$ cat src/rtl/mem_port_arbiter.sv
// mem_port_arbiter: shares one fixed-latency memory between the fetch (IF) and data (DM) ports.
// Define ARB_FAIR_EN to let fetch win a collision that follows a data grant.
module mem_port_arbiter #(
    parameter int ADDR_W = 32,
    parameter int DATA_W = 32,
    parameter int LAT    = 2
) (
    input  logic              clk,
    input  logic              reset,
    input  logic              if_req,
    input  logic [ADDR_W-1:0] if_addr,
    input  logic              if_flush,
    output logic [DATA_W-1:0] if_rdata,
    output logic              if_ready,
    input  logic              dm_req,
    input  logic              dm_we,
    input  logic [ADDR_W-1:0] dm_addr,
    input  logic [DATA_W-1:0] dm_wdata,
    output logic [DATA_W-1:0] dm_rdata,
    output logic              dm_ready,
    output logic              mem_en,
    output logic              mem_we,
    output logic [ADDR_W-1:0] mem_addr,
    output logic [DATA_W-1:0] mem_wdata,
    input  logic [DATA_W-1:0] mem_rdata,
    output logic              stall_f,
    output logic              stall_m
);
    typedef enum logic [1:0] {IDLE, BUSY, RESP} state_t;
    localparam logic [3:0] CNT_INIT = 4'(LAT - 1);

    state_t            state_q, state_d;
    logic              gnt_q, gnt_d;
    logic [3:0]        cnt_q, cnt_d;
    logic              discard_q, discard_d;
    logic              we_q, we_d;
    logic [ADDR_W-1:0] addr_q, addr_d;
    logic [DATA_W-1:0] wdata_q, wdata_d;
    logic [DATA_W-1:0] if_rdata_q, if_rdata_d, dm_rdata_q, dm_rdata_d;
    logic              if_ready_q, if_ready_d, dm_ready_q, dm_ready_d;
    logic              grant, grant_dm, done, last_dm;

`ifdef ARB_FAIR_EN
    logic last_dm_q, last_dm_d;
    assign last_dm = last_dm_q;
    always_comb last_dm_d = grant ? grant_dm : last_dm_q;
    always_ff @(posedge clk) last_dm_q <= !reset ? 1'b0 : last_dm_d;
`else
    assign last_dm = 1'b0;
`endif

    // gnt: 1 = DM. In RESP only the other port may be granted.
    always_comb begin
        done       = state_q == BUSY && cnt_q == 4'd0;
        grant      = state_q == IDLE ? (dm_req | if_req) :
                     state_q == RESP ? (gnt_q ? if_req : dm_req) : 1'b0;
        grant_dm   = state_q == IDLE ? dm_req & ~(if_req & last_dm) : ~gnt_q;
        state_d    = grant ? BUSY : state_q == RESP ? IDLE : done ? RESP : state_q;
        gnt_d      = grant ? grant_dm : gnt_q;
        cnt_d      = grant ? CNT_INIT : (state_q == BUSY && !done) ? cnt_q - 4'd1 : cnt_q;
        we_d       = grant ? grant_dm & dm_we : we_q;
        addr_d     = grant ? (grant_dm ? dm_addr : if_addr) : addr_q;
        wdata_d    = (grant && grant_dm) ? dm_wdata : wdata_q;
        discard_d  = (state_q == RESP ? 1'b0 : discard_q) |
                     (if_flush & ((state_q == BUSY & ~gnt_q) | (grant & ~grant_dm)));
        if_ready_d = done & ~gnt_q & ~discard_d;
        dm_ready_d = done & gnt_q;
        if_rdata_d = if_ready_d ? mem_rdata : if_rdata_q;
        dm_rdata_d = (dm_ready_d & ~we_q) ? mem_rdata : dm_rdata_q;
    end

    always_ff @(posedge clk) begin
        if (!reset) begin
            state_q    <= IDLE;
            gnt_q      <= 1'b0;
            cnt_q      <= 4'd0;
            discard_q  <= 1'b0;
            we_q       <= 1'b0;
            addr_q     <= '0;
            wdata_q    <= '0;
            if_rdata_q <= '0;
            dm_rdata_q <= '0;
            if_ready_q <= 1'b0;
            dm_ready_q <= 1'b0;
        end else begin
            state_q    <= state_d;
            gnt_q      <= gnt_d;
            cnt_q      <= cnt_d;
            discard_q  <= discard_d;
            we_q       <= we_d;
            addr_q     <= addr_d;
            wdata_q    <= wdata_d;
            if_rdata_q <= if_rdata_d;
            dm_rdata_q <= dm_rdata_d;
            if_ready_q <= if_ready_d;
            dm_ready_q <= dm_ready_d;
        end
    end

    // Stalls are masked during reset so every output reads 0 there.
    assign mem_en    = state_q == BUSY;
    assign mem_we    = mem_en & we_q;
    assign mem_addr  = addr_q;
    assign mem_wdata = wdata_q;
    assign if_rdata  = if_rdata_q;
    assign dm_rdata  = dm_rdata_q;
    assign if_ready  = if_ready_q;
    assign dm_ready  = dm_ready_q;
    assign stall_f   = reset & if_req & ~if_ready_q;
    assign stall_m   = reset & dm_req & ~dm_ready_q;
endmodule

$ cat config.mk
export PLATFORM = sky130hd
export DESIGN_NAME = mem_port_arbiter
export DESIGN_NICKNAME = d
export VERILOG_FILES = /design/src/rtl/mem_port_arbiter.sv
export SDC_FILE = /design/constraint.sdc
export NUM_CORES = 1
export LEC_CHECK = 0
export ABC_AREA = 1
export CORE_MARGIN = 2
export CORE_UTILIZATION = 41
export DETAILED_ROUTE_END_ITERATION = 10
export PLACE_DENSITY = 0.81
export SLEW_MARGIN = 5
export SYNTH_ARGS = -nofsm -noshare
export SYNTH_HDL_FRONTEND = slang
export SYNTH_SLANG_ARGS = --single-unit
$ cat constraint.sdc
create_clock -name clk -period 2.1 [get_ports clk]
set_input_delay 0.42 -clock clk [delete_from_list [all_inputs] [get_ports clk]]
set_output_delay 0.42 -clock clk [all_outputs]
set_load 0.005 [all_outputs]
After elaboration in Yosys (flattened, before gate mapping)
Cells that the tools add are included. Widths: inputs -> output; s select.

$add $sub $neg: 1. Equality and inequality tests: 2. Mux-type cells: 11. Bitwise logic cells: 23. Reductions and logical operators: 10.

Operators with widths (number): $mux 32 (1); $and 1x1->1 (13); $mux 1 (10); $not 1->1 (7); $logic_not 4->1 (1); $sub 4x1->4 const B (1); $logic_and 1x1->1 (3); $or 1x1->1 (3); $reduce_bool 3->1 (1); $reduce_or 3->1 (1); $eq 2x1->1 const B (1); $eq 2x2->1 const B (1); $logic_not 2->1 (1); $reduce_bool 2->1 (1); $reduce_or 2->1 (1); $logic_not 1->1 (1).

Flip-flop bits (word level): 139. Bits of input ports: 134. Output and inout bits: 134. Logic and storage cells: 60.

Longest topological paths before layout
Gate-level depths: netlist of the first run.

Depth in word-level cells: 9. Gate-level depth with buffers: 13. Depth with buffers taken out: 12.

Least setup slack after synthesis of the first run
No wires, ideal clock.

Path type: input to output. Start: input reset. End: output stall_f. Data arrival time: 1128 ps. Data required time: 1680 ps. Slack: 552 ps. Stages: 4. Buffers on the path: 2. Cell sequence: clkbuf_1 -> clkbuf_1 -> nand2_1 -> nor2_1.

Word-level cells in the longest chain between the ends: 2.

Ends and longest elaborated chain: from (decl) (line 9) `input logic reset,`; $and 1x1->1 (2 in series) (line 109) `assign stall_f = reset & if_req & ~if_ready_q;`; to (decl) (line 26) `output logic stall_f,`.

No other way between the ends.

Worst setup path after layout of the first run
Start: input if_req. End: output stall_f.

Word-level cells in the longest chain between the ends: 2.

Ends and longest elaborated chain: from (decl) (line 10) `input logic if_req,`; $and 1x1->1 (2 in series) (line 109).

No other way between the ends.

==> results.sh, run 1 <==
export IMPL_fillers=1122
export IMPL_ios=268
export IMPL_path_cells="clkdlybuf4s50_1 > nand2_1 > nor2_1 > clkdlybuf4s50_1"
export IMPL_pwr_density_cell_mw_per_mm2=921.1
export IMPL_crit_buf_inv=2
export IMPL_gp_congestion=0.8154
export IMPL_synth_seq_area_share=0.5009
export IMPL_cts_htree_levels=4
export IMPL_path_clk_slew_ns=0.05
export IMPL_required_ns=1.68
export IMPL_cp_end_kind="output pin"
export IMPL_vias_per_cell=4.776
export IMPL_grt_pass1_vias=5683
export IMPL_synth_warnings=0
export IMPL_vdd_drop_max_mv=0.5008
export IMPL_critPathMaxFanout=3
export IMPL_holdCritStartpoint="reset"
export IMPL_crit_family="buffers and inverters"
export IMPL_maxSlewViolCount=0
export IMPL_hold_path_class="in2reg"
export IMPL_drt_pre_antenna_iters=4
export IMPL_dieArea_mm2=0.01450
export IMPL_portBuffers=267
export IMPL_fin_crit_ns=2.049
export IMPL_critPathLaunchType="primary input"
export IMPL_clock_path_buffers=2
export IMPL_ys_ff_latch=139
export IMPL_status="finished clean"
export IMPL_slowest_delay_ns=0.54
export IMPL_diodes=0
export IMPL_ctsHoldBuffers=0
export IMPL_grt_first_pass_wirelength_um=27230
export IMPL_fin_worst_skew_ns=0.008496
export IMPL_die_w_um=120.4
export IMPL_area_growth_pct=64.01
export IMPL_max_cap_viol_count=0
export IMPL_slowest_stage="clkdlybuf4s50_1"
export IMPL_cts_root_buf="clkbuf_16"
export IMPL_yosys_area_top_type_share=0.5009
export IMPL_die_y_um=120.4
export IMPL_syn_area_mm2=0.005555
export IMPL_antenna_found_initial=0
export IMPL_max_freq_mhz=488.0
export IMPL_drt_initial_drc_count=419
export IMPL_grt_overflow=0
export IMPL_worstSetupPathType="in2out"
export IMPL_core_mm2=0.01324
export IMPL_tightest_slew_ns=0.4769
export IMPL_cp_arrival_ns=1.63
export IMPL_setup_tns_ns=0
export IMPL_r2r_start="cnt_q[0]"
export IMPL_drive_gt1_frac=0.06148
export IMPL_final_antenna_net_count=0
export IMPL_syn_nets=905
export IMPL_cts_buffers=17
export IMPL_syn_inst=769
export IMPL_leakagePower_nw=3.860
export IMPL_period_share=0.9758
export IMPL_crit_path_frequent_cell="clkdlybuf4s50_1"
export IMPL_synth_area_per_cell_um2=7.224
export IMPL_grt_max_degree=54
export IMPL_cts_tree="yes"
export IMPL_layout_nets=1164
export IMPL_numClockSinks=139
export IMPL_timing_hold_ws_ns=0.3130
export IMPL_synth_cell_types=27
export IMPL_crit_start="if_req"
export IMPL_wl_per_cell_um=13.96
export IMPL_start_util=0.4195
export IMPL_dp_hpwl_um=11970
export IMPL_dp_cells=1184
export IMPL_drc=0
export IMPL_routed_wl_um=16990
export IMPL_maxSlewHeadroom=0.6821
export IMPL_via_count=5812
export IMPL_synthTopCellsByArea="dfxtp_1 (50%), nand2_1 (12%), inv_1 (7.3%)"
export IMPL_stdcell_count=1217
export IMPL_track_usage=0.2355
export IMPL_yosysTopAreaCell="dfxtp_1"
export IMPL_finalHoldViolCount=0
export IMPL_row_count=42
export IMPL_clk_latency_ns=0.42
export IMPL_setup_viol=0
export IMPL_grt_setup_unrepaired="false"
registers in the layout, summed over array words and instances, names as in the netlist:
register and count:
we_q 1, mem_addr 32, if_rdata 32, gnt_q 1, state_q 2, dm_ready 1
cnt_q 4, dm_rdata 32, if_ready 1, discard_q 1, mem_wdata 32
area by class of cell:
cell class / instances / area (um^2) / share of cell area
clock inverter: 7 / 135.1 / 0.01483
multi-input combinational: 468 / 2135 / 0.2343
timing repair buffer: 289 / 2918 / 0.3202
sequential: 139 / 2784 / 0.3055
clock buffer: 25 / 495.5 / 0.05438
inverter: 113 / 424.2 / 0.04655
tap: 176 / 220.2 / 0.02417
synthesized netlist by cell type:
cell type	count
dfxtp_1	139
nand3_1	5
nor3_1	2
o31ai_1	1
clkinv_1	1
a21oi_1	37
o21ai_0	67
nand2_2	1
clkbuf_1	26
a31oi_1	32
inv_1	108
a211oi_1	1
o21ai_1	1
inv_2	4
nand3_2	1
buf_2	15
buf_6	3
ha_1	2
or2_2	1
nor2_2	1
nor2_1	104
nand2_1	175
buf_1	5
xor2_1	2
nor2_4	2
o22ai_1	1
nand4_1	32
cell families (layout without fill, tap and decap cells):
| group | after synthesis | in the layout | synth area share |
|---|---|---|---|
| buffers and inverters | 162 | 434 | 0.1169 |
| DFF | 139 | 139 | 0.5009 |
| xor gates and xnor gates | 2 | 2 | 0.003154 |
| adders and majority gates | 2 | 2 | 0.004504 |
| and+or+nand+nor | 324 | 324 | 0.2401 |
| AOI/OAI and AO/OA | 140 | 140 | 0.1345 |
power by group:
part,internal (mW),switching (mW),total [mW]
combinational,1.13,0.961,2.09
sequential,2.97,0.167,3.14
clock,2.11,1.06,3.17
total,6.20,2.19,8.39
path summary, 6_finish.rpt:
check | endpoint | slack (ns) | cells past startpoint
setup / recovery | stall_f | 0.05 | 4
hold / removal | cnt_q[0] | 0.31 | 3
setup reg to reg | dm_rdata[17] | 0.31 | 9
hold reg to reg | cnt_q[1] | 0.47 | 2
worst register-to-register path: cells and delay by family (launching register included):
kind,cells,cell delay (ns)
fa+ha+maj,1,0.15
buf+inv,3,0.50
flops,1,0.31
compound gates,2,0.32
simple gates,3,0.45
per-layer routing:
layer  vias up  global-route usage  part of all wire
met4         0             0.09375             0.021
met2       221              0.4004              0.48
li1       2934                   -                 -
met1      2631              0.2686              0.41
met3        26             0.08491             0.088
met5         -                   0                 0
metrics by stage:
| step | utilization | worst slack [ns] | total power [mW] | cell area, um^2 |
|---|---|---|---|---|
| floorplan | - | 0.5520 | 4.056 | 5555 |
| global placement | 0.6399 | -0.01666 | 5.228 | 8474 |
| detailed placement | 0.6399 | -0.007404 | 5.257 | 8474 |
| CTS | 0.6880 | 0.01538 | 8.456 | 9111 |
| global route | 0.6880 | 0.0002955 | 8.807 | 9111 |
| finish | 0.6880 | 0.05088 | 8.392 | 9111 |
layout by cell type (no fill, tap or decap), types with 7 or more instances in the layout:
cell type          n
a21oi_1           37
a31oi_1           32
buf_12             7
buf_4             15
clkbuf_16         17
clkdlybuf4s50_1  264
dfxtp_1          138
inv_1            108
nand2_1          175
nand4_1           32
nor2_1           103
o21ai_0           67
repair_timing:
action	4_1_cts	5_1_grt
resized for setup	3	0
endpoints found under the setup margin	2	0
buffers inserted	1	0
Note: power is estimated with default switching activity, not from simulation.
==> run 2, diff against run 1 <==
--- a/config.mk
+++ b/config.mk
@@ -9,6 +9,7 @@
 export CORE_MARGIN = 2
 export CORE_UTILIZATION = 41
 export DETAILED_ROUTE_END_ITERATION = 10
+export GPL_TIMING_DRIVEN = 0
 export PLACE_DENSITY = 0.81
 export SLEW_MARGIN = 5
 export SYNTH_ARGS = -nofsm -noshare
==> run 2 against run 1 <==
  * Cell area down 0.85%
  * Wire length up 7.3%
  * Sequential share of layout area up 0.26 points
  * Worst setup slack worse by 0.014 ns
  * Critical path depth unchanged
  * Die area unchanged
  * Combinational power down 2%
  * Critical path type unchanged
  * Largest cell class unchanged
  * Largest power group is now sequential cells
==> results.sh, run 2 (same netlist as run 1, synthesis figures left out) <==
export IMPL_track_usage=0.2528
export IMPL_final_util=0.6822
export IMPL_critPathMaxFanout=3
export IMPL_grt_setup_unrepaired="false"
export IMPL_drt_initial_drc_count=350
export IMPL_power_frac_clock=0.366
export IMPL_finalInstanceArea_mm2=0.009034
export IMPL_diodes=0
export IMPL_hold_path_class="in2reg"
export IMPL_routed_wl_um=18230
export IMPL_grt_max_degree=17
export IMPL_setup_slack_ns=0.03724
export IMPL_antenna_found_initial=0
export IMPL_max_cap_viol_count=0
export IMPL_finalHoldViolCount=0
export IMPL_wl_per_cell_um=14.69
export IMPL_p_sw_frac=0.2790
export IMPL_cp_arrival_ns=1.64
export IMPL_start_util=0.4195
export IMPL_row_count=42
export IMPL_layout_common_cells="clkdlybuf4s50_1 (264), nand2_1 (175), dfxtp_1 (138), inv_1 (108), nor2_1 (104)"
export IMPL_setup_viol=0
export IMPL_cp_end_kind="output pin"
export IMPL_required_ns=1.68
export IMPL_vdd_drop_max_mv=0.6842
export IMPL_grt_first_pass_wirelength_um=28720
export IMPL_portBuffers=266
export IMPL_net_switching_power_mw=2.280
export IMPL_final_antenna_net_count=0
export IMPL_pwr_density_cell_mw_per_mm2=904.8
export IMPL_worstSetupPathType="in2out"
export IMPL_grt_overflow=0
export IMPL_core_mm2=0.01324
export IMPL_cts_buffers=17
export IMPL_timing_hold_ws_ns=0.3944
export IMPL_period_share=0.9823
export IMPL_leakagePower_nw=3.825
export IMPL_fin_worst_skew_ns=0.01103
export IMPL_p_comb_frac=0.250
export IMPL_maxSlewViolCount=0
export IMPL_clk_latency_ns=0.42
export IMPL_pre_cts_slack_ns=-0.3230
export IMPL_drc=0
export IMPL_path_clk_slew_ns=0.06
export IMPL_maxSlewHeadroom=0.6204
export IMPL_setup_tns_ns=0
export IMPL_reg2reg_slack_ns=0.23
export IMPL_die_y_um=120.4
export IMPL_pwr_share_seq=0.384
export IMPL_fin_crit_ns=2.063
export IMPL_cts_tree="yes"
export IMPL_status="finished clean"
export IMPL_area_growth_pct=62.61
export IMPL_final_common_cell="clkdlybuf4s50_1"
export IMPL_ctsHoldBuffers=0
export IMPL_max_freq_mhz=484.8
export IMPL_gp_congestion=0.8282
export IMPL_tightest_slew_ns=0.5656
export IMPL_drive_gt1_frac=0.05915
export IMPL_p_int_mw=5.893
export IMPL_dieArea_mm2=0.01450
export IMPL_cts_htree_levels=4
export IMPL_numClockSinks=139
export IMPL_drt_pre_antenna_iters=4
export IMPL_critPathLaunchType="primary input"
export IMPL_vias_per_cell=4.783
export IMPL_ios=268
export IMPL_place_area_mm2=0.008438
export IMPL_layout_nets=1189
export IMPL_cts_root_buf="clkbuf_16"
export IMPL_die_w_um=120.4
export IMPL_clock_path_buffers=2
export IMPL_via_count=5936
export IMPL_grt_pass1_vias=5716
export IMPL_dp_hpwl_um=13620
run 2: cell types whose count changed in the layout (fill, tap and decap cells not counted), sizes merged:
cell      previous run  this run
buf                 23        18
bufinv               4         3
clkinvlp             0         1
clkinv               4         8
clkbuf              25        49
inv                112       113
run 2: final timing paths:
kind	from	to	cells after the start
setup / recovery	if_req	stall_f	4
hold / removal	reset	mem_wdata[31]	3
setup reg to reg	cnt_q[0]	dm_rdata[5]	9
hold reg to reg	cnt_q[1]	cnt_q[1]	2
run 2: per-layer routing:
layer,global-route usage,share of wire,wire (um)
met1,0.2757,0.39,7130
met2,0.4439,0.49,8974
met3,0.09340,0.092,1669
met4,0.09884,0.025,457
met5,0,0,0
run 2: power groups by stage:
| stage | Combinational (mW) | Sequential [mW] | Clock [mW] |
|---|---|---|---|
| after CTS | 2.04 | 3.14 | 3.03 |
| after detailed placement | 2.02 | 3.19 | 0 |
| after global placement | 2.00 | 3.18 | 0 |
| final | 2.04 | 3.14 | 2.99 |
| after floorplan | 0.854 | 3.20 | 0 |
| after global routing | 2.25 | 3.18 | 3.15 |
run 2: repair_timing:
action / in CTS / in global routing
gates resized for setup: 5 / 11
setup endpoints to repair: 3 / 31
buffers inserted: 0 / 0
endpoints found under the hold margin: 0 / 0
run 2: critical path: stages:
cell	delay [ns]
clkdlybuf4s50_1	0.53
nand2_1	0.06
nor2_1	0.08
clkdlybuf4s50_1	0.54
run 2: per-stage QoR:
| step | power, mW | instances |
|---|---|---|
| 3_3_place_gp | 5.176 | 1211 |
| 5_1_grt | 8.576 | 1241 |
| 3_5_place_dp | 5.212 | 1211 |
| 4_1_cts | 8.208 | 1241 |
| 6_report | 8.173 | 1241 |
| 2_1_floorplan | 4.056 | 769 |
run 2: final cells by class:
type / instances / area, um^2
plain buffers: 48 / 240.2
clock buffers: 19 / 432.9
clock inverters: 12 / 148.9
fillers: 1138 / 4209
inverters: 113 / 424.2
multi-input cells: 468 / 2123
flip-flops and latches: 139 / 2784
well taps: 176 / 220.2
repair buffers: 266 / 2660
